--- config.mk ---
export PLATFORM = sky130hd
export DESIGN_NAME = pipeline_control_flat
export DESIGN_NICKNAME = d
export VERILOG_FILES = /design/src/rtl/pipeline_control_pkg.sv /design/src/rtl/pipeline_control_if.sv /design/src/rtl/pipeline_control_load_use_detect.sv /design/src/rtl/pipeline_control.sv /design/src/flat_wrapper.sv
export SDC_FILE = /design/constraint.sdc
export NUM_CORES = 1
export LEC_CHECK = 0
export CELL_PAD_IN_SITES_DETAIL_PLACEMENT = 0
export CELL_PAD_IN_SITES_GLOBAL_PLACEMENT = 1
export CORE_ASPECT_RATIO = 1.4
export CORE_MARGIN = 3
export CORE_UTILIZATION = 28
export CTS_BUF_LIST = sky130_fd_sc_hd__clkbuf_4 sky130_fd_sc_hd__clkbuf_8 sky130_fd_sc_hd__clkbuf_16
export DETAILED_ROUTE_END_ITERATION = 10
export MAX_ROUTING_LAYER = met4
export PLACE_DENSITY_LB_ADDON = 0.1
export SYNTH_ARGS = -nofsm -noshare
export SYNTH_HDL_FRONTEND = slang
export SYNTH_SLANG_ARGS = --single-unit
--- constraint.sdc ---
create_clock -name clock -period 1.7 [get_ports clock]
set_input_delay 0.34 -clock clock [delete_from_list [all_inputs] [get_ports clock]]
set_output_delay 0.34 -clock clock [all_outputs]
set_load 0.01 [all_outputs]
--- src/rtl/pipeline_control_pkg.sv ---
// Shared definitions for the pipeline hazard controller and the pipeline registers.
//   - controller state encodings
//   - NOP instruction loaded into a flushed F/D register (addi x0,x0,0)
//   - register index width
package pipeline_control_pkg;

    localparam int REG_IDX_W = 5;

    localparam logic [31:0] NOP_INSN = 32'h0000_0013;

    typedef enum logic [1:0] {
        ST_DRAIN   = 2'd0,
        ST_RUN     = 2'd1,
        ST_MC_WAIT = 2'd2
    } ctrl_state_e;

    function automatic int max_int(input int a, input int b);
        return (a > b) ? a : b;
    endfunction

endpackage

--- src/rtl/pipeline_control_if.sv ---
// Hazard-control bundle between the pipeline datapath and pipeline_control.
//   master : the controller (consumes hazard info, drives stall/flush/abort)
//   slave  : the datapath (drives hazard info, consumes stall/flush/abort)
interface pipeline_control_if;
    import pipeline_control_pkg::*;

    // Hazard information from decode/execute and the memories
    logic [REG_IDX_W-1:0] d_rs1, d_rs2, e_rd;
    logic                 d_uses_rs1, d_uses_rs2;
    logic                 e_is_load, e_redirect, e_mc_start;
    logic                 mc_done, imem_ready;

    // Pipeline controls
    logic pc_stall, fd_stall, de_stall;
    logic fd_flush, de_flush, em_flush;
    logic mc_abort;

    modport master (
        input  d_rs1, d_rs2, d_uses_rs1, d_uses_rs2, e_rd, e_is_load,
        input  e_redirect, e_mc_start, mc_done, imem_ready,
        output pc_stall, fd_stall, de_stall, fd_flush, de_flush, em_flush, mc_abort
    );

    modport slave (
        output d_rs1, d_rs2, d_uses_rs1, d_uses_rs2, e_rd, e_is_load,
        output e_redirect, e_mc_start, mc_done, imem_ready,
        input  pc_stall, fd_stall, de_stall, fd_flush, de_flush, em_flush, mc_abort
    );

endinterface

--- src/rtl/pipeline_control_load_use_detect.sv ---
// Combinational load-use hazard detector.
//   in : d_rs1/d_rs2 + use flags (decode), e_rd + e_is_load (execute)
//   out: hazard -- decode reads a register the load in execute has not yet produced.
// x0 is never a hazard since it is hard-wired to zero.
module load_use_detect
    import pipeline_control_pkg::*;
(
    input  logic [REG_IDX_W-1:0] d_rs1,
    input  logic [REG_IDX_W-1:0] d_rs2,
    input  logic                 d_uses_rs1,
    input  logic                 d_uses_rs2,
    input  logic [REG_IDX_W-1:0] e_rd,
    input  logic                 e_is_load,
    output logic                 hazard
);

    always_comb begin
        hazard = e_is_load && (e_rd != '0) &&
                 ((d_uses_rs1 && (d_rs1 == e_rd)) || (d_uses_rs2 && (d_rs2 == e_rd)));
    end

endmodule

--- src/rtl/pipeline_control.sv ---
// Central hazard / sequencing controller for the five-stage pipeline.
//   clock, reset (async, active-high)
//   bus  : pipeline_control_if.master -- hazard inputs in, stall/flush/abort out
// Priority in RUN: redirect > multi-cycle op > load-use > imem wait.
// After reset the pipe is drained for DRAIN_CYCLES cycles; a multi-cycle op
// is aborted after MC_TIMEOUT cycles in MC_WAIT.
// Outputs are Mealy; only state and cnt are registered.
//
// Optional build macro PIPELINE_CONTROL_PERF_EN adds stall_cycles,
// flush_events and mc_aborts performance counters (not counted in DRAIN).
module pipeline_control
    import pipeline_control_pkg::*;
#(
    parameter int MC_TIMEOUT   = 64,
    parameter int DRAIN_CYCLES = 2
) (
    input  logic                  clock,
    input  logic                  reset,
    pipeline_control_if.master    bus
`ifdef PIPELINE_CONTROL_PERF_EN
    ,
    output logic [31:0]           stall_cycles,
    output logic [31:0]           flush_events,
    output logic [31:0]           mc_aborts
`endif
);

    localparam int CNT_W = $clog2(max_int(MC_TIMEOUT, DRAIN_CYCLES)) + 1;
    localparam logic [CNT_W-1:0] DRAIN_LAST = CNT_W'(DRAIN_CYCLES - 1);
    localparam logic [CNT_W-1:0] MC_LAST    = CNT_W'(MC_TIMEOUT - 1);

    ctrl_state_e      state_q, state_d;
    logic [CNT_W-1:0] cnt_q, cnt_d;
    logic             load_use;

    load_use_detect u_load_use (
        .d_rs1      (bus.d_rs1),
        .d_rs2      (bus.d_rs2),
        .d_uses_rs1 (bus.d_uses_rs1),
        .d_uses_rs2 (bus.d_uses_rs2),
        .e_rd       (bus.e_rd),
        .e_is_load  (bus.e_is_load),
        .hazard     (load_use)
    );

    always_ff @(posedge clock or posedge reset) begin
        if (reset) begin
            state_q <= ST_DRAIN;
            cnt_q   <= '0;
        end else begin
            state_q <= state_d;
            cnt_q   <= cnt_d;
        end
    end

    always_comb begin
        state_d      = state_q;
        cnt_d        = cnt_q;
        bus.pc_stall = 1'b0;
        bus.fd_stall = 1'b0;
        bus.de_stall = 1'b0;
        bus.fd_flush = 1'b0;
        bus.de_flush = 1'b0;
        bus.em_flush = 1'b0;
        bus.mc_abort = 1'b0;

        unique case (state_q)
            ST_DRAIN: begin
                // Hold the PC and fill every stage with bubbles
                bus.pc_stall = 1'b1;
                bus.fd_flush = 1'b1;
                bus.de_flush = 1'b1;
                bus.em_flush = 1'b1;
                if (cnt_q == DRAIN_LAST) begin
                    state_d = ST_RUN;
                    cnt_d   = '0;
                end else begin
                    cnt_d = cnt_q + 1'b1;
                end
            end

            ST_RUN: begin
                if (bus.e_redirect) begin
                    // Squash the two wrong-path instructions; a pending mc op is on the wrong path too
                    bus.fd_flush = 1'b1;
                    bus.de_flush = 1'b1;
                end else if (bus.e_mc_start && !bus.mc_done) begin
                    bus.pc_stall = 1'b1;
                    bus.fd_stall = 1'b1;
                    bus.de_stall = 1'b1;
                    bus.em_flush = 1'b1;
                    state_d      = ST_MC_WAIT;
                    cnt_d        = CNT_W'(1);
                end else if (load_use) begin
                    // One-cycle bubble into E while the load completes
                    bus.pc_stall = 1'b1;
                    bus.fd_stall = 1'b1;
                    bus.de_flush = 1'b1;
                end else if (!bus.imem_ready) begin
                    bus.pc_stall = 1'b1;
                    bus.fd_flush = 1'b1;
                end
            end

            ST_MC_WAIT: begin
                if (bus.mc_done) begin
                    state_d = ST_RUN;
                    cnt_d   = '0;
                end else if (cnt_q < MC_LAST) begin
                    bus.pc_stall = 1'b1;
                    bus.fd_stall = 1'b1;
                    bus.de_stall = 1'b1;
                    bus.em_flush = 1'b1;
                    cnt_d        = cnt_q + 1'b1;
                end else begin
                    // Timed out: drop the op (bubble into E/M) and let the pipe move on
                    bus.mc_abort = 1'b1;
                    bus.em_flush = 1'b1;
                    state_d      = ST_RUN;
                    cnt_d        = '0;
                end
            end

            default: begin
                state_d = ST_DRAIN;
                cnt_d   = '0;
            end
        endcase
    end

`ifdef PIPELINE_CONTROL_PERF_EN
    logic [31:0] stall_cycles_q, stall_cycles_d;
    logic [31:0] flush_events_q, flush_events_d;
    logic [31:0] mc_aborts_q, mc_aborts_d;

    always_comb begin
        stall_cycles_d = stall_cycles_q;
        flush_events_d = flush_events_q;
        mc_aborts_d    = mc_aborts_q;
        if (state_q != ST_DRAIN && bus.pc_stall)
            stall_cycles_d = stall_cycles_q + 32'd1;
        if (state_q == ST_RUN && bus.e_redirect)
            flush_events_d = flush_events_q + 32'd1;
        if (bus.mc_abort)
            mc_aborts_d = mc_aborts_q + 32'd1;
    end

    always_ff @(posedge clock or posedge reset) begin
        if (reset) begin
            stall_cycles_q <= '0;
            flush_events_q <= '0;
            mc_aborts_q    <= '0;
        end else begin
            stall_cycles_q <= stall_cycles_d;
            flush_events_q <= flush_events_d;
            mc_aborts_q    <= mc_aborts_d;
        end
    end

    assign stall_cycles = stall_cycles_q;
    assign flush_events = flush_events_q;
    assign mc_aborts    = mc_aborts_q;
`endif

endmodule

--- src/flat_wrapper.sv ---
// flat-port wrapper written by rule: the top's interface ports become plain ports
module pipeline_control_flat import pipeline_control_pkg::*;
#(
    parameter int MC_TIMEOUT   = 64,
    parameter int DRAIN_CYCLES = 2
)
  (clock, reset, bus_d_rs1, bus_d_rs2, bus_d_uses_rs1, bus_d_uses_rs2, bus_e_rd, bus_e_is_load, bus_e_redirect, bus_e_mc_start, bus_mc_done, bus_imem_ready, bus_pc_stall, bus_fd_stall, bus_de_stall, bus_fd_flush, bus_de_flush, bus_em_flush, bus_mc_abort);
  pipeline_control_if bus_i ();
  input  logic clock;
  input  logic reset;
  input wire logic [$bits(bus_i.d_rs1)-1:0] bus_d_rs1;
  input wire logic [$bits(bus_i.d_rs2)-1:0] bus_d_rs2;
  input wire logic [$bits(bus_i.d_uses_rs1)-1:0] bus_d_uses_rs1;
  input wire logic [$bits(bus_i.d_uses_rs2)-1:0] bus_d_uses_rs2;
  input wire logic [$bits(bus_i.e_rd)-1:0] bus_e_rd;
  input wire logic [$bits(bus_i.e_is_load)-1:0] bus_e_is_load;
  input wire logic [$bits(bus_i.e_redirect)-1:0] bus_e_redirect;
  input wire logic [$bits(bus_i.e_mc_start)-1:0] bus_e_mc_start;
  input wire logic [$bits(bus_i.mc_done)-1:0] bus_mc_done;
  input wire logic [$bits(bus_i.imem_ready)-1:0] bus_imem_ready;
  output wire logic [$bits(bus_i.pc_stall)-1:0] bus_pc_stall;
  output wire logic [$bits(bus_i.fd_stall)-1:0] bus_fd_stall;
  output wire logic [$bits(bus_i.de_stall)-1:0] bus_de_stall;
  output wire logic [$bits(bus_i.fd_flush)-1:0] bus_fd_flush;
  output wire logic [$bits(bus_i.de_flush)-1:0] bus_de_flush;
  output wire logic [$bits(bus_i.em_flush)-1:0] bus_em_flush;
  output wire logic [$bits(bus_i.mc_abort)-1:0] bus_mc_abort;
  assign bus_i.d_rs1 = bus_d_rs1;
  assign bus_i.d_rs2 = bus_d_rs2;
  assign bus_i.d_uses_rs1 = bus_d_uses_rs1;
  assign bus_i.d_uses_rs2 = bus_d_uses_rs2;
  assign bus_i.e_rd = bus_e_rd;
  assign bus_i.e_is_load = bus_e_is_load;
  assign bus_i.e_redirect = bus_e_redirect;
  assign bus_i.e_mc_start = bus_e_mc_start;
  assign bus_i.mc_done = bus_mc_done;
  assign bus_i.imem_ready = bus_imem_ready;
  assign bus_pc_stall = bus_i.pc_stall;
  assign bus_fd_stall = bus_i.fd_stall;
  assign bus_de_stall = bus_i.de_stall;
  assign bus_fd_flush = bus_i.fd_flush;
  assign bus_de_flush = bus_i.de_flush;
  assign bus_em_flush = bus_i.em_flush;
  assign bus_mc_abort = bus_i.mc_abort;
  pipeline_control #(.MC_TIMEOUT(MC_TIMEOUT), .DRAIN_CYCLES(DRAIN_CYCLES)) u_core (.clock(clock), .reset(reset), .bus(bus_i));
endmodule
After elaboration in Yosys (flattened, before gate mapping):

Cells that the tools add are included.

* register bits: 9
* input bits: 24
* output and inout port bits: 7

* add/sub/neg operators: 1
* magnitude comparators: 1
* equal/unequal tests: 9
* multiplexer cells: 38
* reductions and logical operators: 11

Operators by type and width (number)
* $mux 7: 5
* $pmux 7 s3: 1
* $mux 1: 20
* $eq 5x5->1: 2
* $mux 2: 5
* $pmux 1 s2: 4
* $add 7x1->7 const B: 1
* $eq 7x1->1 const B: 1
* $lt 7x6->1 const B: 1
* $pmux 1 s3: 2
* $pmux 2 s3: 1
* $logic_and 1x1->1: 5
* $reduce_bool 5->1: 1
* $ne 2x1->1 const B: 2
* $reduce_and 4->1: 1
* $ne 3x3->1 const B: 1
* $eq 2x1->1 const B: 1
* $eq 2x2->1 const B: 1
* $logic_not 2->1: 1
* $ne 2x2->1 const B: 1
* $reduce_and 2->1: 1
* $logic_not 1->1: 1
* $logic_or 1x1->1: 1

Depth between registers and ports, before layout:

Gate-level depths: netlist (run 1).

* depth after elaboration: 8
* mapped depth: 8

Cells and area by module:

From an unflattened synthesis (run 1), not the netlist that was laid out.

* cell total of the unflattened synthesis: 103
* area total of the unflattened synthesis: 929.6 sq um

By module, submodules not included
* pipeline_control: instances 1, cells an instance 86, area an instance 795.8 sq um
* load_use_detect: instances 1, cells an instance 17, area an instance 133.9 sq um

Worst setup path before layout (run 1):

No wires, ideal clock.

* path kind: reg-to-output
* from: register u_core.state_q[0]
* to: output bus_pc_stall
* data arrival time: 1563 ps
* data required time: 1360 ps
* slack: -203 ps
* stages on the path, launching flop included: 7
* path buffers: 0
* cells stage by stage: dfrtp_1 > inv_1 > ha_1 > or3b_1 > a31oi_2 > o31ai_1 > a21oi_1

* cells in the longest elaborated chain, start to end: 2
* elaborated cells on any way between the ends: 4
* those cells by class: eq/ne: 2; mux: 1; reduce/logical: 1

Ends and longest elaborated chain
* from (decl): line pipeline_control.sv:32 `ctrl_state_e state_q, state_d;`
* from (signal assigned): line pipeline_control.sv:51 `state_q <= state_d;`
* $eq 2x2->1, or another cell as far along: line pipeline_control.sv:67 `unique case (state_q)`
* $pmux 1 s3 (*): line pipeline_control.sv:67
* to (decl): line flat_wrapper.sv:21 `output wire logic [$bits(bus_i.pc_stall)-1:0] bus_pc_stall;`

Mark *: on every way between the ends. The rest lies on a longest branch, timed or not.

Worst setup path in the final report (run 1):

* from: input bus_e_rd[2]
* to: output bus_fd_stall

* cells in the longest elaborated chain, start to end: 8
* elaborated cells on any way between the ends: 12
* those cells by class: eq/ne: 2; mux: 4; reduce/logical: 6

Ends and longest elaborated chain
* from (decl): line flat_wrapper.sv:15 `input wire logic [$bits(bus_i.e_rd)-1:0] bus_e_rd;`
* $eq 5x5->1: line pipeline_control_load_use_detect.sv:19 `((d_uses_rs1 && (d_rs1 == e_rd)) || (d_uses_rs2 && (d_rs2 == e_rd)));`
* $logic_and 1x1->1: line pipeline_control_load_use_detect.sv:19
* $logic_or 1x1->1: line pipeline_control_load_use_detect.sv:19
* $logic_and 1x1->1 (*): line pipeline_control_load_use_detect.sv:18 `hazard = e_is_load && (e_rd != '0) &&`
* $mux 1 (*): line pipeline_control.sv:94 `end else if (load_use) begin`
* $mux 1 (*): line pipeline_control.sv:87 `end else if (bus.e_mc_start && !bus.mc_done) begin`
* $mux 1 (*): line pipeline_control.sv:83 `if (bus.e_redirect) begin`
* $pmux 1 s2 (*): line pipeline_control.sv:67
* to (decl): line flat_wrapper.sv:22 `output wire logic [$bits(bus_i.fd_stall)-1:0] bus_fd_stall;`

Marked as above.

==> reports/metrics.csv, run 1 <==
stage,metric,value,unit
synth,Post-Syn Instances,107,
grt,antenna violations before repair,0,
synth,synthesized cell area,865,um2
power_and_ir_drop,Peak supply drop,902,uV
timing,Final Slew Violations,0,
synth,Synth top cells by count,"sky130_fd_sc_hd__a21oi_1 (11), sky130_fd_sc_hd__inv_1 (10), sky130_fd_sc_hd__dfrtp_1 (9)",
floorplanning,width of the die,53.0,um
floorplanning,area enclosed by the die boundary,3800,um2
floorplanning,Chip Height,71.8,um
floorplanning,Floorplan Core Area,2910,um2
timing,normalized max-slew margin,72.1,%
critical_path,Worst Path Required,1.36,ns
grt,number of global-route vias before repair,1134,
layout,final std cells w/o fill,220,
routing,routed via count,1084,
clock_network,maximum root-to-sink buffer count,2,
power_and_ir_drop,switching share of power,41.1,%
min_path,Hold WC Path Type,primary input to asynchronous set/reset pin,
power_and_ir_drop,leakage power figure,0.777,nW
floorplanning,num ports,31,
critical_path,signal arrival time at the worst endpoint,1.75,ns
critical_path,delay contributed by the slowest stage of the critical path,0.54,ns
timing,final total negative setup slack,-3.96,ns
power_and_ir_drop,power after layout,0.00234,W
clock_network,clock tree from TritonCTS,yes,
synth,most frequently used cell type in the post-synthesis netlist,sky130_fd_sc_hd__a21oi_1,
timing,transition at the pin with the smallest max-transition slack,0.417,ns
grt,Congestion Overflow GR,0,
routing,number of remaining DRC errors,0,
placement,weighted congestion at the end of routability-driven global placement,0.779,
placement,DP Worst Slack,-1.18,ns
synth,cells taking the most area after synthesis,"sky130_fd_sc_hd__dfrtp_1 (26%), sky130_fd_sc_hd__ha_1 (10%), sky130_fd_sc_hd__xor2_1 (8.1%)",
power_and_ir_drop,sequential power share,12.6,%
timing,Setup Viol. Count Final,16,
placement,number of instances in the placed design,203,
clock_network,Clock Latency Late Sink,0.23,ns
floorplanning,number of cell rows,23,
critical_path,cell depth of the worst setup path,8,
synth,top cell type by total area after synthesis,sky130_fd_sc_hd__dfrtp_1,
layout,ANT cells,0,
critical_path,worst setup path category,primary input to primary output,
power_and_ir_drop,power per cell area,1340,nW/um2
synth,Syn Nets,138,
clock_network,clock sink count,9,
critical_path,slowest cell on the critical path,sky130_fd_sc_hd__or4_4,
critical_path,type of origin of the critical path,primary input,
timing,achievable frequency,477,MHz
grt,first-pass GRT wire length,4750,um
critical_path,CP Cell Sequence,buf_8 -> or4_4 -> o21ai_4 -> a21oi_4 -> buf_6 -> o31ai_4 -> nor2_1 -> buf_2,
synth,number of enable flip-flop cells after synthesis,0,
timing,RSZ-0062 raised after global routing,yes,
routing,mean routed wirelength per cell,13.3,um
status,outcome,finished with violations,
routing,vias per cell,4.93,
critical_path,CP endpoint kind,primary output,
clock_network,total CTS buffers,3,
synth,async set or reset register ratio after synthesis,100,%
power_and_ir_drop,internal power,0.00138,W
synth,flop and latch count out of synthesis,9,
critical_path,WP buf/inv,3,
timing,worst setup skew after layout,0.00311,ns
routing,number of nets with antenna violations after detailed routing,0,
timing,share of the clock period used by the worst path after layout,123,%
routing,overall routed net length,2940,um
synth,"Primary FF master, synth",sky130_fd_sc_hd__dfrtp_1,
synth,YS warnings,0,
power_and_ir_drop,net switching power figure,0.000962,W
critical_path,biggest fanout along the worst timing path,3,
clock_network,Max H-tree Level,1,
grt,overall global routing resource usage,17.5,%
clock_network,clk slew on worst S/H paths,0.05,ns
layout,Syn-to-layout area delta,102,%
timing,final period demand of the worst path,2.09,ns
floorplanning,initial cell density of the core,29.7,%
placement,Final HPWL DP,2210,um
layout,number of filler instances in the final layout,264,
clock_network,CTS Root Buffer Type,sky130_fd_sc_hd__clkbuf_8,
timing,final count of hold timing violations,0,
synth,area share of the leading cell type in the synthesized netlist,26.0,%
synth,sequential fraction of the synthesis area,26.0,%
layout,fraction of layout cells with a size suffix above 1,53.6,%
layout,Final nets,215,
routing,number of DRC violations after detailed-routing iteration 0,18,
layout,final standard cell utilization of the core,60.0,%
job,number of max-cap violations,0,
critical_path,dominant delay contributor by cell family on the critical path,simple AND/OR/NAND/NOR gates,
grt,maximum number of pins on one net before global-route repair,10,
routing,Initial DRT Pass Iterations,4,
power_and_ir_drop,share of power burned in combinational logic,76.1,%
power_and_ir_drop,Clock Power Share,11.3,%
synth,distinct cell type count of the synthesized netlist,35,
critical_path,worst reg2reg path depth,10,
status,violations in the final reports,negative setup slack,
timing,final setup margin,-0.395,ns
placement,port buffer count,30,
synth,per-instance average area after synthesis,8.08,um2
## final timing paths
path	startpoint	to	slack, ns
min reg2reg	u_core.cnt_q[0]$_DFFE_PP0P_	u_core.cnt_q[0]$_DFFE_PP0P_	0.59
max in group asynchronous	reset	u_core.state_q[0]$_DFFE_PP0P_	1.05
min in group clock	u_core.cnt_q[0]$_DFFE_PP0P_	u_core.cnt_q[0]$_DFFE_PP0P_	0.59
min	reset	u_core.state_q[1]$_DFFE_PP0P_	0.38
max	bus_e_rd[2]	bus_fd_stall	-0.39
max reg2reg	u_core.state_q[0]$_DFFE_PP0P_	u_core.cnt_q[2]$_DFFE_PP0P_	-0.29
## power by group through the flow
stage	Combinational, W	Clock [W]	Sequential, W
finish	0.00178	0.000265	0.000295
global route	0.00193	0.000283	0.000299
detailed placement	0.00143	0	0.000294
global placement	0.00142	0	0.000294
floorplan	0.000733	0	0.000312
CTS	0.00171	0.000276	0.000293
## metrics by stage
stage / instance area [um2] / hold slack [ns]
finish: 1740 / 0.380
global route: 1740 / 0.420
CTS: 1690 / 0.387
detailed placement: 1480 / 0.578
global placement: 1480 / 0.580
floorplan: 912 / 0.168
## repair_timing
action                                  in CTS  in global routing
endpoints found under the setup margin      16                 16
hold endpoints to repair                     0                  0
cloned                                       0                  0
resized for setup                          113                  8
buffers inserted                            11                  3
hold buffers                                 0                  0
pin swaps                                   28                  6
## placed cells by master, fill, tap and decap left out, drive strengths merged
cell type	count
nand2b	1
nand2	8
clkdlybuf4s50	7
xnor2	2
o31a	2
nor2	9
nor4	3
buf	61
o41ai	2
or3b	1
dlygate4sd2	4
nor3	2
or4	1
a21oi	12
a22o	1
and4	1
nand4	1
a31oi	2
o22ai	3
nand3	7
o211ai	1
inv	10
nor2b	3
a21o	1
clkdlybuf4s15	2
ha	7
mux2i	1
clkbuf	4
o21ai	4
o31ai	1
a31o	1
xor2	8
dfrtp	9
and3	1
## flip-flops by register name, summed over array words and instances, names as in the netlist
register        flops
u_core.cnt_q        7
u_core.state_q      2
## cells by family (layout without fill, tap and decap cells)
group           Yosys count  in the layout  share of synthesized area [%]
buf+inv                  12             88                           6.08
simple gates             38             38                           22.9
fa+ha+maj                 7              7                           10.1
mux                       1              1                           1.16
flops                     9              9                           26.0
xor+xnor                 10             10                           10.1
compound gates           30             30                           23.6
## cell type report
type | count | area, um2 | area share (%)
Timing Repair Buffer | 74 | 617 | 35.4
Multi-Input combinational cell | 86 | 767 | 44.0
Clock buffer | 4 | 48.8 | 2.80
Sequential cell | 9 | 225 | 12.9
Inverter | 10 | 40.0 | 2.30
Tap cell | 37 | 46.3 | 2.65
## routing by layer
| metal | part of all wire, % | wire length [um] | track usage [%] | vias up |
|---|---|---|---|---|
| met5 | 0 | 0 | - | - |
| met4 | 1.9 | 55 | 7.67 | 0 |
| met3 | 3.1 | 91 | 2.49 | 6 |
| met2 | 56 | 1640 | 32.9 | 26 |
| met1 | 39 | 1150 | 16.8 | 516 |
| li1 | - | - | - | 536 |
(Power assumes the default switching activity.)
==> run 2: changes to the inputs <==
- CTS_BUF_LIST: sky130_fd_sc_hd__clkbuf_4 sky130_fd_sc_hd__clkbuf_8 sky130_fd_sc_hd__clkbuf_16 -> sky130_fd_sc_hd__clkbuf_8 sky130_fd_sc_hd__clkbuf_16
==> run 2 against run 1 <==
The run still ends with negative setup slack left. Register-to-register slack barely moved. Sequential power is essentially flat. Non-clock buffer count did not move. Clock skew about the same. Via count barely moved. Global-route usage stayed put. Sequential cell count did not move. Setup slack unchanged. Largest cell class unchanged.
==> reports/metrics.csv, run 2 (same netlist as run 1, synthesis figures left out) <==
stage,metric,value,unit,change
grt,Congestion Overflow GR,0,,unchanged
grt,number of global-route vias before repair,1134,,unchanged
layout,most frequent standard cell in the layout excluding fill and tap cells,sky130_fd_sc_hd__buf_4,,
layout,Final nets,215,,unchanged
clock_network,clock sink count,9,,unchanged
timing,transition at the pin with the smallest max-transition slack,0.417,ns,unchanged
power_and_ir_drop,power per cell area,1330,nW/um2,-0.70%
routing,routed via count,1085,,+0.092%
timing,RSZ-0062 raised after global routing,yes,,
floorplanning,Chip Height,71.8,um,unchanged
critical_path,worst setup path category,primary input to primary output,,
clock_network,total CTS buffers,3,,unchanged
timing,achievable frequency,477,MHz,unchanged
clock_network,clock tree from TritonCTS,yes,,
critical_path,delay contributed by the slowest stage of the critical path,0.54,ns,about the same
grt,maximum number of pins on one net before global-route repair,10,,unchanged
power_and_ir_drop,switching share of power,41.5,%,+0.40 points
status,outcome,finished with violations,,
timing,final total negative setup slack,-3.96,ns,+0.00146 ns
layout,top flop regs,"u_core.cnt_q: 7 flops, u_core.state_q: 2 flops",,
clock_network,maximum root-to-sink buffer count,2,,unchanged
timing,share of the clock period used by the worst path after layout,123,%,unchanged
layout,fraction of layout cells with a size suffix above 1,53.0,%,-0.55 points
critical_path,Reg-to-Reg Start,u_core.state_q[0]$_DFFE_PP0P_,,
grt,antenna violations before repair,0,,unchanged
timing,final period demand of the worst path,2.09,ns,unchanged
job,number of max-cap violations,0,,unchanged
clock_network,CTS Root Buffer Type,sky130_fd_sc_hd__clkbuf_8,,
critical_path,Worst Path Required,1.36,ns,about the same
critical_path,CP Cell Sequence,buf_8 -> or4_4 -> o21ai_4 -> a21oi_4 -> buf_6 -> o31ai_4 -> nor2_1 -> buf_2,,
timing,Final Slew Violations,0,,unchanged
critical_path,signal arrival time at the worst endpoint,1.75,ns,about the same
power_and_ir_drop,internal power,0.00136,W,-1.6%
clock_network,Max H-tree Level,1,,unchanged
critical_path,CP endpoint kind,primary output,,
timing,worst setup skew after layout,0.00354,ns,+0.000437 ns
timing,normalized max-slew margin,72.1,%,unchanged
routing,wire length the detailed router placed on met1,1150,um,unchanged
timing,Setup Viol. Count Final,16,,unchanged
floorplanning,number of cell rows,23,,unchanged
critical_path,slowest cell on the critical path,sky130_fd_sc_hd__or4_4,,
layout,most used cells in the layout excluding fill and tap cells,"sky130_fd_sc_hd__buf_4 (37), sky130_fd_sc_hd__buf_6 (11), sky130_fd_sc_hd__buf_2 (11)",,
floorplanning,area enclosed by the die boundary,3800,um2,unchanged
power_and_ir_drop,share of power burned in combinational logic,76.8,%,+0.7 points
placement,Final HPWL DP,2210,um,unchanged
critical_path,worst reg2reg path depth,10,,unchanged
placement,port buffer count,30,,unchanged
layout,final std cells w/o fill,220,,unchanged
routing,vias per cell,4.93,,about the same
clock_network,Post-CTS Hold Buffers,0,,unchanged
timing,final count of hold timing violations,0,,unchanged
routing,number of nets with antenna violations after detailed routing,0,,unchanged
clock_network,clk slew on worst S/H paths,0.05,ns,about the same
routing,Routed met2 length,1640,um,unchanged
critical_path,biggest fanout along the worst timing path,3,,unchanged
min_path,Hold WC Path Type,primary input to asynchronous set/reset pin,,
routing,mean routed wirelength per cell,13.3,um,about the same
placement,number of instances in the placed design,203,,unchanged
floorplanning,num ports,31,,unchanged
layout,flip-flop count of the largest register after layout,7,,unchanged
routing,number of DRC violations after detailed-routing iteration 0,18,,unchanged
layout,ANT cells,0,,unchanged
power_and_ir_drop,leakage power figure,0.778,nW,about the same
power_and_ir_drop,sequential power share,12.7,%,about the same
routing,met3 wire len,91,um,unchanged
power_and_ir_drop,Clock Power Share,10.5,%,-0.8 points
placement,weighted congestion at the end of routability-driven global placement,0.779,,unchanged
routing,Initial DRT Pass Iterations,4,,unchanged
layout,Syn-to-layout area delta,101,%,
layout,number of filler instances in the final layout,264,,unchanged
critical_path,type of origin of the critical path,primary input,,
timing,worst hold slack,0.380,ns,-0.000531 ns
routing,Top Layer Used,met4,,
critical_path,beginning of the critical path,bus_e_rd[2],,
power_and_ir_drop,Peak supply drop,878,uV,-2.7%
routing,overall routed net length,2930,um,about the same
status,violations in the final reports,negative setup slack,,
floorplanning,width of the die,53.0,um,unchanged
routing,number of remaining DRC errors,0,,unchanged
floorplanning,initial cell density of the core,29.7,%,unchanged
layout,register with the highest flop count,u_core.cnt_q,,
power_and_ir_drop,net switching power figure,0.000963,W,about the same
clock_network,Clock Latency Late Sink,0.23,ns,about the same
floorplanning,Floorplan Core Area,2910,um2,unchanged
grt,overall global routing resource usage,17.5,%,unchanged
timing,final setup margin,-0.395,ns,unchanged
grt,first-pass GRT wire length,4750,um,unchanged
## run 2: cell count changes in the layout (fill, tap and decap cells not counted), sizes merged
cell / before / now
inv: 10 / 11
clkbuf: 4 / 3
## run 2: path summary, 6_finish.rpt
path | slack, ns | endpoint
min in group clock | 0.59 | u_core.cnt_q[0]$_DFFE_PP0P_
worst max-delay path | -0.39 | bus_fd_stall
worst min register to register | 0.59 | u_core.cnt_q[0]$_DFFE_PP0P_
worst max register to register | -0.29 | u_core.cnt_q[2]$_DFFE_PP0P_
max in group asynchronous | 1.05 | u_core.state_q[0]$_DFFE_PP0P_
worst min-delay path | 0.38 | u_core.state_q[1]$_DFFE_PP0P_
## run 2: area by class of cell
type / count / area (um2) / area share (%)
clock buffer: 3 / 41.3 / 2.37
clock inverter: 1 / 3.75 / 0.216
inverter: 10 / 40.0 / 2.30
tap: 37 / 46.3 / 2.66
multi-input combinational: 86 / 767 / 44.1
sequential: 9 / 225 / 12.9
timing repair buffer: 74 / 617 / 35.4
## run 2: per-stage QoR
step	setup slack (ns)	total power [W]	util, %	instance area (um2)
detailed placement	-1.18	0.00172	50.8	1480
floorplan	-0.0914	0.00104	-	912
CTS	-0.412	0.00226	58.1	1690
global route	-0.436	0.00249	59.9	1740
global placement	-1.12	0.00171	50.8	1480
finish	-0.395	0.00232	59.9	1740
## run 2: timing repair
action | CTS | global route
endpoints found under the hold margin | 0 | 0
buffers inserted | 11 | 3
setup endpoints to repair | 16 | 16
resized for setup | 113 | 8
pin swaps | 28 | 6
## run 2: per-layer routing
| metal | GRT usage, % | vias up |
|---|---|---|
| met4 | 7.67 | 0 |
| li1 | - | 537 |
| met2 | 32.9 | 26 |
| met1 | 16.8 | 516 |
| met5 | - | - |
| met3 | 2.49 | 6 |
## run 2: critical path, delay by kind of cell
| family | cells | cell delay [ns] |
|---|---|---|
| compound gates | 3 | 0.44 |
| buf+inv | 3 | 0.36 |
| simple gates | 2 | 0.61 |
## run 2: power groups by stage
stage / clock (W) / combinational (W) / sequential [W]
after detailed placement: 0 / 0.00143 / 0.000294
after global routing: 0.000262 / 0.00193 / 0.000299
after floorplan: 0 / 0.000733 / 0.000312
final: 0.000244 / 0.00178 / 0.000295
after global placement: 0 / 0.00142 / 0.000294
after CTS: 0.000254 / 0.00171 / 0.000293
==> run 3: changes to the inputs <==
--- a/config.mk
+++ b/config.mk
@@ -10,3 +10,2 @@
 export CORE_ASPECT_RATIO = 1.4
-export CORE_MARGIN = 3
 export CORE_UTILIZATION = 28
@@ -16,2 +15,3 @@
 export PLACE_DENSITY_LB_ADDON = 0.1
+export SLEW_MARGIN = 20
 export SYNTH_ARGS = -nofsm -noshare
--- a/constraint.sdc
+++ b/constraint.sdc
@@ -3,2 +3,2 @@
 set_output_delay 0.34 -clock clock [all_outputs]
-set_load 0.01 [all_outputs]
+set_load 0.005 [all_outputs]
==> run 3 against run 2 <==
Non-clock buffer count is 3 lower. Final area is 5.3% lower. Sequential share of layout area is 0.73 points higher. The flow still finishes with violations (negative setup slack). Worst hold slack worse by 0.0032 ns. Largest power group unchanged. Sequential power hardly changed. Clock skew hardly changed. Setup slack better by 0.0039 ns. Global-route usage is 1.6 points higher. Highest routed layer unchanged.
==> reports/metrics.csv, run 3 (same netlist as run 1, synthesis figures left out) <==
stage,metric,value,unit,change
status,outcome,finished with violations,,
status,violations in the final reports,negative setup slack,,
critical_path,signal arrival time at the worst endpoint,1.75,ns,about the same
layout,most frequent standard cell in the layout excluding fill and tap cells,sky130_fd_sc_hd__buf_4,,
power_and_ir_drop,power after layout,0.00210,W,-9.5%
critical_path,type of origin of the critical path,flip-flop,,
routing,met3 wire len,48,um,-47%
layout,fin area,1650,um2,-5.3%
routing,vias per cell,4.76,,-3.4%
timing,RSZ-0062 raised after global routing,yes,,
layout,most used cells in the layout excluding fill and tap cells,"sky130_fd_sc_hd__buf_4 (40), sky130_fd_sc_hd__buf_2 (12), sky130_fd_sc_hd__inv_1 (10)",,
layout,Syn-to-layout area delta,90.6,%,
layout,top flop regs,"u_core.cnt_q: 7 flops, u_core.state_q: 2 flops",,
clock_network,clock tree from TritonCTS,yes,,
clock_network,Post-CTS Hold Buffers,0,,unchanged
routing,Initial DRT Pass Iterations,4,,unchanged
grt,antenna violations before repair,0,,unchanged
grt,Congestion Overflow GR,0,,unchanged
routing,Top Layer Used,met4,,
timing,share of the clock period used by the worst path after layout,123,%,-0.23 points
routing,mean routed wirelength per cell,13.1,um,-2.1%
routing,routed via count,1034,,-4.7%
grt,maximum number of pins on one net before global-route repair,10,,unchanged
clock_network,clock sink count,9,,unchanged
clock_network,maximum root-to-sink buffer count,2,,unchanged
layout,fraction of layout cells with a size suffix above 1,48.3,%,-4.7 points
clock_network,Max H-tree Level,1,,unchanged
placement,total cell area at the placement stage,1450,um2,-1.5%
timing,worst setup skew after layout,0.00368,ns,+0.000134 ns
layout,ANT cells,0,,unchanged
timing,Final Slew Violations,0,,unchanged
clock_network,Clock Latency Late Sink,0.23,ns,about the same
routing,number of DRC violations after detailed-routing iteration 0,8,,-10
layout,final standard cell utilization of the core,56.7,%,-3.2 points
timing,normalized max-slew margin,75.4,%,+3.3 points
floorplanning,Chip Height,67.8,um,-5.6%
placement,port buffer count,30,,unchanged
power_and_ir_drop,power per cell area,1270,nW/um2,-4.4%
timing,worst hold slack,0.377,ns,-0.00317 ns
grt,first-pass GRT wire length,4750,um,+0.15%
power_and_ir_drop,Peak supply drop,810,uV,-7.7%
grt,number of global-route vias before repair,1109,,-2.2%
floorplanning,area enclosed by the die boundary,3320,um2,-13%
floorplanning,width of the die,49.0,um,-7.6%
critical_path,CP Cell Sequence,inv_2 -> ha_4 -> or3b_4 -> a31oi_4 -> o31ai_4 -> a21oi_1 -> buf_2,,
critical_path,worst reg2reg path depth,10,,unchanged
timing,Setup Viol. Count Final,16,,unchanged
critical_path,Worst Path Required,1.36,ns,about the same
power_and_ir_drop,leakage power figure,0.752,nW,-3.3%
timing,final setup margin,-0.391,ns,+0.00393 ns
critical_path,CP endpoint kind,primary output,,
clock_network,CTS Root Buffer Type,sky130_fd_sc_hd__clkbuf_8,,
placement,Final HPWL DP,2170,um,-1.7%
layout,register with the highest flop count,u_core.cnt_q,,
routing,wire length the detailed router placed on met1,1190,um,+4.1%
layout,Final nets,212,,-1.4%
placement,DP Worst Slack,-1.16,ns,+0.0173 ns
routing,overall routed net length,2830,um,-3.4%
placement,weighted congestion at the end of routability-driven global placement,0.826,,+6.0%
clock_network,clk slew on worst S/H paths,0.05,ns,about the same
floorplanning,Floorplan Core Area,2910,um2,unchanged
timing,final count of hold timing violations,0,,unchanged
min_path,Hold WC Path Type,primary input to asynchronous set/reset pin,,
critical_path,slowest cell on the critical path,sky130_fd_sc_hd__dfrtp_1,,
timing,transition at the pin with the smallest max-transition slack,0.366,ns,-0.0511 ns
critical_path,delay contributed by the slowest stage of the critical path,0.38,ns,-0.16 ns
floorplanning,initial cell density of the core,29.7,%,unchanged
routing,number of nets with antenna violations after detailed routing,0,,unchanged
routing,Routed met2 length,1580,um,-3.5%
timing,final period demand of the worst path,2.09,ns,-0.00393 ns
critical_path,biggest fanout along the worst timing path,3,,unchanged
routing,number of remaining DRC errors,0,,unchanged
floorplanning,num ports,31,,unchanged
critical_path,worst setup path category,flip-flop to primary output,,
clock_network,total CTS buffers,3,,unchanged
timing,achievable frequency,478,MHz,+0.19%
job,number of max-cap violations,0,,unchanged
grt,overall global routing resource usage,19.0,%,+1.6 points
layout,flip-flop count of the largest register after layout,7,,unchanged
floorplanning,number of cell rows,23,,unchanged
==> run 3: cell types whose count changed in the layout (fill, tap and decap cells not counted), sizes merged <==
| cell | previous run | this run |
|---|---|---|
| clkdlybuf4s50 | 7 | 9 |
| clkbuf | 3 | 5 |
| dlygate4sd2 | 4 | 2 |
| buf | 61 | 57 |
| clkdlybuf4s15 | 2 | 1 |
==> run 3: power by group <==
part           leakage, nW  internal [W]  switching [W]  total [W]
logic                0.604      0.000803       0.000756    0.00156
registers            0.122      0.000262      0.0000301   0.000292
clock network       0.0269      0.000158      0.0000887   0.000246
==> run 3: per-layer routing <==
| metal | vias to the layer above | GRT usage (%) |
|---|---|---|
| met5 | - | - |
| met4 | 0 | 3.31 |
| met3 | 2 | 2.70 |
| met2 | 13 | 36.5 |
| met1 | 491 | 21.1 |
| li1 | 528 | - |
==> run 3: what timing repair did <==
action | CTS | global route
resized for setup | 92 | 14
setup buffers | 10 | 2
setup endpoints to repair | 16 | 16
pin swaps | 19 | 14
==> run 3: final cells by class <==
type                            instances  area (um2)
Sequential cell                         9         225
Clock buffer                            3        41.3
Inverter                               10        37.5
Tap cell                               37        46.3
Multi-Input combinational cell         86         746
Fill cell                             272        1260
Clock inverter                          1        3.75
Timing Repair Buffer                   71         548
==> run 3: stage by stage <==
step	setup TNS, ns	cells
6_report	-4.12	217
5_1_grt	-5.66	217
4_1_cts	-4.07	215
3_5_place_dp	-9.14	202
3_3_place_gp	-8.81	202
2_1_floorplan	-0.177	107
==> run 3: worst paths after layout <==
path | start | endpoint | slack (ns)
worst max-delay path | u_core.state_q[0]$_DFFE_PP0P_ | bus_pc_stall | -0.39
worst min register to register | u_core.cnt_q[0]$_DFFE_PP0P_ | u_core.cnt_q[0]$_DFFE_PP0P_ | 0.61
worst max register to register | u_core.state_q[0]$_DFFE_PP0P_ | u_core.cnt_q[3]$_DFFE_PP0P_ | -0.32
min in group clock | u_core.cnt_q[0]$_DFFE_PP0P_ | u_core.cnt_q[0]$_DFFE_PP0P_ | 0.61
max in group asynchronous | reset | u_core.cnt_q[4]$_DFFE_PP0P_ | 1.06
worst min-delay path | reset | u_core.cnt_q[0]$_DFFE_PP0P_ | 0.38
==> run 3: worst max-delay path, delay by kind of cell (launching register included) <==
| kind | cells | cell delay [ns] |
|---|---|---|
| compound gates | 3 | 0.42 |
| flops | 1 | 0.38 |
| simple gates | 1 | 0.38 |
| buf+inv | 2 | 0.20 |
| fa+ha+maj | 1 | 0.13 |
==> variant, RTL diff (flow settings as in run 3) <==
Encoding of `ctrl_state_e`: now one-hot (3 bits for 3 states).
--- a/src/rtl/pipeline_control_pkg.sv
+++ b/src/rtl/pipeline_control_pkg.sv
@@ -9,8 +9,8 @@
     localparam logic [31:0] NOP_INSN = 32'h0000_0013;
 
-    typedef enum logic [1:0] {
-        ST_DRAIN   = 2'd0,
-        ST_RUN     = 2'd1,
-        ST_MC_WAIT = 2'd2
+    typedef enum logic [2:0] {
+        ST_DRAIN   = 3'b001,
+        ST_RUN     = 3'b010,
+        ST_MC_WAIT = 3'b100
     } ctrl_state_e;
 
Behaviour: no difference found for any inputs over 10 cycles, from zero or initial values and one cycle with reset high; not proved beyond that.
==> variant against run 3 <==
- the run still ends with setup timing left
- die area decreased by 2.4%
- worst setup slack got worse by 90 ps
- utilization increased by 0.44 points
- final area decreased by 0.23%
- power decreased by 23%
- maximum frequency decreased by 4.1%
- clock skew increased by 0.77 ps
- wire length increased by 5.0%
- sequential cell count increased by 1
- critical path depth decreased by 1
- area after synthesis decreased by 2.5%
- critical path type unchanged
==> variant: results (changes against run 3) <==
grt:
  grtUsageMet1_pct: 18.6  # was 21.1%
  met3_usage_pct: 2.05  # was 2.70%
  grt_use_total_pct: 18.5  # was 19.0%
  met2_usage_pct: 35.0  # was 36.5%
worst_setup_path:
  max_stage_delay_ps: 520  # was 380 ps
  cp-endpoint: "bus_fd_stall"  # was bus_pc_stall
  startpoint: "u_core.state_q[1]"  # was u_core.state_q[0]
  timing.rr.start: "u_core.state_q[0]"  # unchanged
outcome:
  status: "finished, violations left"  # unchanged
  violations: "setup timing"  # unchanged
sta:
  fin_ws_ps: -481  # was -391 ps
  finClkSkew_ps: 4.45  # was 3.68 ps
  fin_worst_hold_slack_ps: 382  # was 377 ps
  finalSetupViolations: 15  # was 16
final_layout:
  reg_top3: "u_core.cnt_q: 7 flops, u_core.state_q: 3 flops"  # was u_core.cnt_q: 7 flops, u_core.state_q: 2 flops
  area_growth_pct: 95.0  # was 90.6%
  finalNonFillerCells: 212  # was 217
cts:
  insertion_delay_ps: 250  # was 230 ps
synthesis:
  synth_compound_area_share_pct: 22.8  # was 23.6%
  synth_xor_area_share_pct: 12.5  # was 10.1%
  syn_nets: 128  # was 138
  synthAdderAreaFrac_pct: 2.97  # was 10.1%
placement:
  dpl_cell_area_mm2: 0.00137  # was 0.00145 mm2
power_and_ir_drop:
  power_frac_comb_pct: 64.0  # was 74.3%
  clockPowerShare_pct: 16.2  # was 11.7%
  p_int_w: 0.00103  # was 0.00122 W
detailed_routing:
  wl_met1_um: 1210  # was 1190 um
  drt_iter0_drc: 23  # was 8
  met2_length_um: 1640  # was 1580 um
[variant: cell types whose count changed after synthesis, sizes merged, moves of 3 or more]
cell	change
or2	+3
nand2	+3
inv	-6
a21oi	-8
nor3b	+3
o211ai	+3
nand3	-5
o21ai	+5
ha	-5
[variant: final cells by class]
cell class                      count  area share, %
Multi-Input combinational cell     88           42.2
Timing Repair Buffer               69           35.9
Sequential cell                    10           15.4
Tap cell                           37           2.82
Clock buffer                        3           2.51
Inverter                            4          0.913
Clock inverter                      1          0.228
[variant: timing repair]
| action | CTS | global route |
|---|---|---|
| gates resized for setup | 81 | 26 |
| pin swaps | 16 | 8 |
| endpoints found under the setup margin | 15 | 16 |
| hold buffers | 0 | 0 |
| buffers inserted | 6 | 11 |
[variant: kinds of logic after synthesis]
family | count (synthesis)
simple gates | 44
compound gates | 29
xor+xnor | 12
flops | 10
buf+inv | 4
fa+ha+maj | 2
mux | 1
